**src/rtl/arm_pkg.sv**
```systemverilog
// Shared constants and helpers for the data-processing immediate encoder.
// The rotate helper is common to the fit test and anything else that needs ROL by 2*rot.
package arm_pkg;

    localparam int IMM_W     = 8;
    localparam int ROT_W     = 4;
    localparam int ROT_STEPS = 16;

    localparam logic [ROT_W-1:0] ROT_LAST = ROT_W'(ROT_STEPS - 1);
    localparam logic [ROT_W-1:0] ROT_ONE  = ROT_W'(1);

    localparam logic [1:0] ENC_IDLE = 2'd0;
    localparam logic [1:0] ENC_SCAN = 2'd1;
    localparam logic [1:0] ENC_DONE = 2'd2;

    typedef struct packed {
        logic [ROT_W-1:0] rot;
        logic [IMM_W-1:0] imm;
    } enc_field_t;

    // Rotate left by twice the 4-bit rotation field, modulo 32.
    function automatic logic [31:0] rol32(input logic [31:0] x, input logic [ROT_W-1:0] r);
        logic [63:0] dbl;
        dbl = {x, x} << {r, 1'b0};
        return dbl[63:32];
    endfunction

endpackage

```
**src/rtl/imm_rot_fit.sv**
```systemverilog
// Combinational fit test: does x reduce to an 8-bit immediate when rotated left by 2*r?
// imm8 is only meaningful when fit is high.
module imm_rot_fit
    import arm_pkg::*;
(
    input  logic [31:0]      x,
    input  logic [ROT_W-1:0] r,
    output logic             fit,
    output logic [IMM_W-1:0] imm8
);

    logic [31:0] rotated;

    assign rotated = rol32(x, r);
    assign fit     = (rotated[31:IMM_W] == '0);
    assign imm8    = rotated[IMM_W-1:0];

endmodule

```
**src/rtl/imm_rot_encoder.sv**
```systemverilog
// Iterative encoder: finds {rot4, imm8} with ROR(imm8, 2*rot4) == value, one rotation per cycle.
// Falls back to encoding ~value when ALLOW_INVERT is set and no direct encoding exists.
module imm_rot_encoder
    import arm_pkg::*;
#(
    parameter bit ALLOW_INVERT = 1'b1
) (
    input  logic        clk,
    input  logic        rst,
    input  logic        start,
    input  logic [31:0] value_in,
    output logic        ready,
    output logic        busy,
    output logic        done,
    output logic [11:0] enc_field,
    output logic        enc_invert,
    output logic        enc_fail
);

    logic [1:0]       state_q, state_d;
    logic [31:0]      val_q, val_d;
    logic [ROT_W-1:0] rot_cnt_q, rot_cnt_d;
    logic             inv_hit_q, inv_hit_d;
    enc_field_t       inv_slot_q, inv_slot_d;
    enc_field_t       enc_field_q, enc_field_d;
    logic             enc_invert_q, enc_invert_d;
    logic             enc_fail_q, enc_fail_d;

    logic             dir_fit;
    logic [IMM_W-1:0] dir_imm;
    logic             inv_fit;
    logic [IMM_W-1:0] inv_imm;

    imm_rot_fit u_fit_dir (
        .x    (val_q),
        .r    (rot_cnt_q),
        .fit  (dir_fit),
        .imm8 (dir_imm)
    );

    generate
        if (ALLOW_INVERT) begin : g_inv
            logic [31:0] val_inv;
            assign val_inv = ~val_q;
            imm_rot_fit u_fit_inv (
                .x    (val_inv),
                .r    (rot_cnt_q),
                .fit  (inv_fit),
                .imm8 (inv_imm)
            );
        end else begin : g_no_inv
            assign inv_fit = 1'b0;
            assign inv_imm = '0;
        end
    endgenerate

    always_comb begin
        state_d      = state_q;
        val_d        = val_q;
        rot_cnt_d    = rot_cnt_q;
        inv_hit_d    = inv_hit_q;
        inv_slot_d   = inv_slot_q;
        enc_field_d  = enc_field_q;
        enc_invert_d = enc_invert_q;
        enc_fail_d   = enc_fail_q;

        case (state_q)
            ENC_IDLE: begin
                if (start) begin
                    state_d   = ENC_SCAN;
                    val_d     = value_in;
                    rot_cnt_d = '0;
                    inv_hit_d = 1'b0;
                end
            end
            ENC_SCAN: begin
                if (dir_fit) begin
                    state_d      = ENC_DONE;
                    enc_field_d  = '{rot: rot_cnt_q, imm: dir_imm};
                    enc_invert_d = 1'b0;
                    enc_fail_d   = 1'b0;
                end else begin
                    // Only the first inverse hit is kept so the result stays canonical.
                    if (inv_fit && !inv_hit_q) begin
                        inv_hit_d  = 1'b1;
                        inv_slot_d = '{rot: rot_cnt_q, imm: inv_imm};
                    end
                    if (rot_cnt_q == ROT_LAST) begin
                        state_d = ENC_DONE;
                        if (inv_hit_d) begin
                            enc_field_d  = inv_slot_d;
                            enc_invert_d = 1'b1;
                            enc_fail_d   = 1'b0;
                        end else begin
                            enc_field_d  = '0;
                            enc_invert_d = 1'b0;
                            enc_fail_d   = 1'b1;
                        end
                    end else begin
                        rot_cnt_d = rot_cnt_q + ROT_ONE;
                    end
                end
            end
            ENC_DONE: state_d = ENC_IDLE;
            default:  state_d = ENC_IDLE;
        endcase
    end

    always_ff @(posedge clk) begin
        if (rst) begin
            state_q      <= ENC_IDLE;
            val_q        <= '0;
            rot_cnt_q    <= '0;
            inv_hit_q    <= 1'b0;
            inv_slot_q   <= '0;
            enc_field_q  <= '0;
            enc_invert_q <= 1'b0;
            enc_fail_q   <= 1'b0;
        end else begin
            state_q      <= state_d;
            val_q        <= val_d;
            rot_cnt_q    <= rot_cnt_d;
            inv_hit_q    <= inv_hit_d;
            inv_slot_q   <= inv_slot_d;
            enc_field_q  <= enc_field_d;
            enc_invert_q <= enc_invert_d;
            enc_fail_q   <= enc_fail_d;
        end
    end

    assign ready      = (state_q == ENC_IDLE);
    assign busy       = (state_q == ENC_SCAN);
    assign done       = (state_q == ENC_DONE);
    assign enc_field  = enc_field_q;
    assign enc_invert = enc_invert_q;
    assign enc_fail   = enc_fail_q;

endmodule

```
**config.mk**
```make
export PLATFORM = sky130hd
export DESIGN_NAME = imm_rot_encoder
export DESIGN_NICKNAME = d
export VERILOG_FILES = /design/src/rtl/arm_pkg.sv /design/src/rtl/imm_rot_fit.sv /design/src/rtl/imm_rot_encoder.sv
export SDC_FILE = /design/constraint.sdc
export NUM_CORES = 1
export LEC_CHECK = 0
export ABC_AREA = 1
export CAP_MARGIN = 20
export CORE_ASPECT_RATIO = 0.8
export CORE_UTILIZATION = 40
export DETAILED_ROUTE_END_ITERATION = 10
export PLACE_DENSITY = 0.64
export SYNTH_ARGS = -nofsm -noshare
export SYNTH_HDL_FRONTEND = slang
export SYNTH_SLANG_ARGS = --single-unit
```
**constraint.sdc**
```tcl
create_clock -name clk -period 1.95 [get_ports clk]
set_input_delay 0.2925 -clock clk [delete_from_list [all_inputs] [get_ports clk]]
set_output_delay 0.2925 -clock clk [all_outputs]
set_load 0.01 [all_outputs]
```
* Word level (Yosys, flattened, before mapping)
Index checks and enable logic that the tools add are counted.
** Storage, ports and cells
- Bits of input ports :: 35
- Word-level logic and storage cells :: 59
- Memories :: 0
- RAM bits :: 0
- ROM bits :: 0
- Output and inout bits :: 17
- Bits in latches :: 0
- Register bits after elaboration :: 65
** Cells by class
- Multiplexer cells :: 24
- Divide/modulo/power cells :: 0
- Add/subtract/negate cells :: 1
- Shift operators :: 2
- $lt $le $gt $ge :: 0
- Multiply operators :: 0
- Bitwise gates (word level) :: 2
- Equal/unequal tests :: 7
- Reduce and logical (&&, ||, !) cells :: 13
** Operators with widths (count)
- 64-bit by 5-bit left shift with 64-bit output :: 2
- 24-bit logical NOT :: 2
- 12-bit 2-to-1 mux :: 4
- 32-bit inverter :: 1
- 4-bit 2-to-1 mux :: 3
- 1-bit 2-to-1 mux :: 11
- 4-bit one-hot mux with 2 select lines :: 1
- 2-bit AND reduction :: 4
- 2-bit 2-to-1 mux :: 3
- 2-bit inequality test (second input constant) :: 3
- 4-bit by 1-bit adder with 4-bit output (second input constant) :: 1
- 4-bit == test (second input constant) :: 1
- 2-bit one-hot mux with 2 select lines :: 1
- 4-bit AND reduction :: 1
- 2-bit nonzero test :: 2
- 3-bit by 1-bit inequality test with 1-bit output (second input constant) :: 1
- 3-bit AND reduction :: 1
- 2-bit by 1-bit == test with 1-bit output (second input constant) :: 1
- 2-bit == test (second input constant) :: 1
- 2-bit logical NOT :: 1
- 1-bit one-hot mux with 2 select lines :: 1
- 1-bit logical AND :: 1
- 1-bit logical NOT :: 1
- 1-bit inverter :: 1

* Longest topological paths before layout
- Word-level depth :: 10
- Depth in mapped cells :: 20
- Gate-level depth less buffers :: 17

* Modules after synthesis
Synthesis repeated with hierarchy kept, for this count alone.
** Second synthesis, totals
- Cells, all modules :: 1049
- Area, all modules :: 5706.7 µm²
** By module, submodules not included
- imm_rot_fit :: sequential area each 0.0 µm², times used 2, cells each 336, area each 1491.4 µm²
- imm_rot_encoder :: sequential area each 1301.2 µm², times used 1, cells each 377, area each 2723.9 µm²

* Worst setup path after synthesis
No wires, ideal clock.
- Path type :: reg-to-reg
- Start point :: register rot_cnt_q[0]
- End point :: register inv_slot_q[1] (netlist name)
- Stages on the path, launching flop included :: 21
- Setup slack :: -125 ps
- Data required time :: 1837 ps
- Path buffers :: 3
- Arrival time :: 1962 ps
- Setup time :: 113 ps
- Cell sequence :: dfxtp_1 buf_6 inv_4 buf_8 nand2_1 nand3_1 nand3_2 nand3_1 nand2_1 nand2_1 nor2_1 nand2_1 nor2_4 nand2_4 nand2_4 inv_2 buf_6 nor2_2 nor2_1 o21ai_1 inv_1
** On the way
- Cells in the longest elaborated chain, start to end :: 4
- Elaborated cells between the ends (all ways) :: 8
- Those cells by class :: shift: 2; mux: 1; bitwise: 1; reduce/logical: 4
** RTL lines
- from (decl) :: RTL line imm_rot_encoder.sv:22 : logic [ROT_W-1:0] rot_cnt_q, rot_cnt_d;
- from (signal assigned) :: RTL line imm_rot_encoder.sv:122 : rot_cnt_q <= rot_cnt_d;
- 64-bit by 5-bit left shift with 64-bit output :: RTL line arm_pkg.sv:24 : dbl = {x, x} << {r, 1'b0};
- 24-bit logical NOT :: RTL line imm_rot_fit.sv:15 : assign fit = (rotated[31:IMM_W] == '0);
- 1-bit logical AND or 1-bit inverter (tied branches)
- 12-bit 2-to-1 mux or 2-bit AND reduction (tied branches)
- to (signal assigned) :: RTL line imm_rot_encoder.sv:124 : inv_slot_q <= inv_slot_d;
- to (decl) :: RTL line imm_rot_encoder.sv:24 : enc_field_t inv_slot_q, inv_slot_d;
Several ways; a longest one is shown, not always the timed one.
A chain may end at the register's enable or synchronous reset.

* Final worst setup path
- Start point :: register rot_cnt_q[0]
- End point :: register inv_slot_q[11] (netlist name)
The elaborated chain is that of the path after synthesis.

==> reports/qor.csv <==
metric,value,unit
outcome,"finished, violations left",
failing checks,setup timing,
routed len/inst,16.76,microns
Crit path largest cell delay,370,ps
DRT Pass-1 Iters,7,
"FF+latch count, synth",65,
Ys Warns,0,
I/O Buffers,51,
syn_area_per_cell,5.951,sq um
DRC,0,
critical path endpoint category,register,
Crit Path Max Fanout,14,
Max IR drop VDD,0.5995,mV
htree depth,3,
FF-to-FF path depth,17,
Startpoint Class,register,
Die H,100.1,microns
post-route minimum period,2523,ps
CP arrival,2750,ps
largest net degree at the start of global routing,37,
total gr overflow,0,
mapped cell area,4808,sq um
GR Util met3,7.676,%
Crit path max-delay family,simple AND/OR/NAND/NOR gates,
CTS Buffer Depth,2,
Inst Count DP,1035,
vias per inst,5.661,
worst hold path class,reg2reg,
Starting Density,41.43,%
DP HPWL,12490,microns
hold path startpoint,enc_invert,
GPL Wtd Cong,1.012,
pre-CTS WS,-554.3,ps
grt peak-use layer,met2,
die span in x,124.6,microns
Post-Syn Nets,844,
Die Area,12470,sq um
# IOs,52,
"Buf+Inv Stages, Crit Path",4,
fin crit share,129.4,%
GR Layer Usage met2,38.59,%
layout cells sized above 1,32.28,%
"Clk Latency, worst-skew pair",340,ps
Synth Flop Type,dfxtp_1,
Slew HR,72.81,%
Slew @ Worst Pin,407.5,ps
Non-Filler Instances,1062,
Reg2Reg Launch Point,rot_cnt_q[0],
Final Hold Viols,0,
Tot GR Track Use,26.84,%
# Max-Cap Violations,0,
"Distinct cells, synth",28,
Leak,0.003139,uW
R2R setup slack,-570,ps
Critical-path top delay cell,dfxtp_4,
Final setup violation count,33,
vias in the first global route,5289,
Worst EP required,2170,ps
Core ar.,11600,sq um
Max Clock Skew,5.929,ps
"commonest non-fill, non-tap cell in the layout",nand2_1,
most frequent cells in the layout,"nand2_1 (173), nor2_1 (105), nand3_2 (101)",
Final #Nets,945,
Power Dens Cells,664.0,nW/um^2
# diodes,0,
total wire length,17800,microns
setup ws final,-573.1,ps
met1 usage,38.31,%
Post-synth EDFFs,0,
initial DRC count,742,
vias post-DR,6012,
clock tree from TritonCTS,built,
design area,7146,sq um
clk sinks,65,
max-slew violations,0,
Layout fillers,1034,
Routed Antenna Nets,0,
RSZ-0062 raised after global routing,true,
worst-path cell chain,"inv_6, buf_12, nand2_2, nand3_1, nand3_2, nand3_1, nand2_2, inv_1, nand2_1, nor2_1, nand2_2, nor2_4, nand3_4, nand2_1, nand2_1, o21ai_1, inv_1",
"Clk pin slew, worst setup/hold paths",60,ps
sink of the worst hold path,enc_invert,
Root Driver,clkbuf_16,
CTS buffer count,9,
row count,35,
initial antenna violation count,0,
post-layout util,61.57,%
reg2reg end,inv_slot_q[11],
hold path depth,2,
Syn Inst Count,808,
placed instance area,6011,sq um
first-pass GRT wire length,26680,microns
Area Overhead vs Synth,48.61,%
Post-synth ARST share,0,%
FMAX,396.3,MHz
crit path kind,reg2reg,
sequential-to-total area share from yosys stat,27.06,%
[cells by family (layout without fill, tap and decap cells)]
group                    count (synthesis)  after routing  synth area share [%]
AND/OR/NAND/NOR                        583            584                 56.26
buffers and inverters                   90            195                 9.159
flip-flops                              65             65                 27.06
adder cells (fa/ha/maj)                  1              1                0.2602
XOR/XNOR                                 1              1                0.1822
AO/OA/AOI/OAI                           68             68                 7.078
[power by group]
part / internal, uW / switching (uW) / leakage, uW
logic: 638 / 943 / 0.00246
clock network: 999 / 669 / 0.000142
registers: 1410 / 80.7 / 0.000536
total: 3050 / 1690 / 0.00314
[per-stage QoR]
stage	hold WS, ps	setup TNS, ps	total power (uW)
after floorplan	459.2	-1982	2336
after global placement	454.7	-16560	2795
after detailed placement	463.8	-17220	2814
after CTS	471.2	-11790	4532
after global routing	492.0	-19010	4968
final	464.6	-14060	4745
[final cells by class]
cell class / instances / area [sq um] / share of cell area, %
inverter: 38 / 178.9 / 2.504
tap: 148 / 185.2 / 2.591
multi-input combinational: 654 / 3764 / 52.67
timing repair buffer: 140 / 1396 / 19.54
clock buffer: 9 / 225.2 / 3.152
clock inverter: 7 / 76.32 / 1.068
sequential: 65 / 1309 / 18.32
timing repair inverter: 1 / 11.26 / 0.1576
[cell usage after synthesis, types with 11 or more instances]
master | number | area [sq um]
o21ai_1 | 11 | 55.05
nand2_1 | 196 | 735.7
nor2_1 | 114 | 427.9
dfxtp_1 | 65 | 1301
nand2_2 | 19 | 118.9
nand3_1 | 193 | 965.9
nand4_1 | 18 | 112.6
nor2_2 | 14 | 87.58
inv_1 | 33 | 123.9
nand3_2 | 11 | 110.1
a21oi_1 | 18 | 90.09
buf_2 | 20 | 100.1
nand3b_1 | 14 | 105.1
o21ai_0 | 39 | 195.2
clkbuf_1 | 16 | 60.06
[flip-flops by register name (all words and copies together) (netlist names)]
name	cells
val_q	32
enc_field	12
enc_invert	1
inv_slot_q	12
enc_fail	1
rot_cnt_q	4
state_q	2
inv_hit_q	1
[metal layers]
layer  vias up  wire [microns]
met1      2780            8168
met4         0             414
li1       2894               -
met2       293            7639
met5         -               0
met3        45            1580
[worst min-delay path, delay by kind of cell (launching register included)]
family | cells | cell delay (ps)
flops | 1 | 310
simple gates | 1 | 60
compound gates | 1 | 60
[worst max path at each step]
stage	slack [ps]	end	startpoint	cells past startpoint
2_1_floorplan	-100	inv_slot_q[1]	rot_cnt_q[0]	19
3_3_place_gp	-580	enc_field[10]	rot_cnt_q[0]	16
3_5_place_dp	-550	inv_slot_q[11]	rot_cnt_q[1]	17
4_1_cts	-400	enc_field[2]	rot_cnt_q[0]	17
5_1_grt	-660	inv_slot_q[11]	rot_cnt_q[0]	17
6_report	-570	inv_slot_q[11]	rot_cnt_q[0]	17
[repair_timing]
| item | in CTS | in global routing |
|---|---|---|
| cloned | 0 | 4 |
| hold buffers | 0 | 0 |
| setup endpoints to repair | 33 | 34 |
| gates resized for setup | 51 | 115 |
| setup buffers | 1 | 6 |
| pin swaps | 4 | 22 |
(Power assumes the default switching activity.)
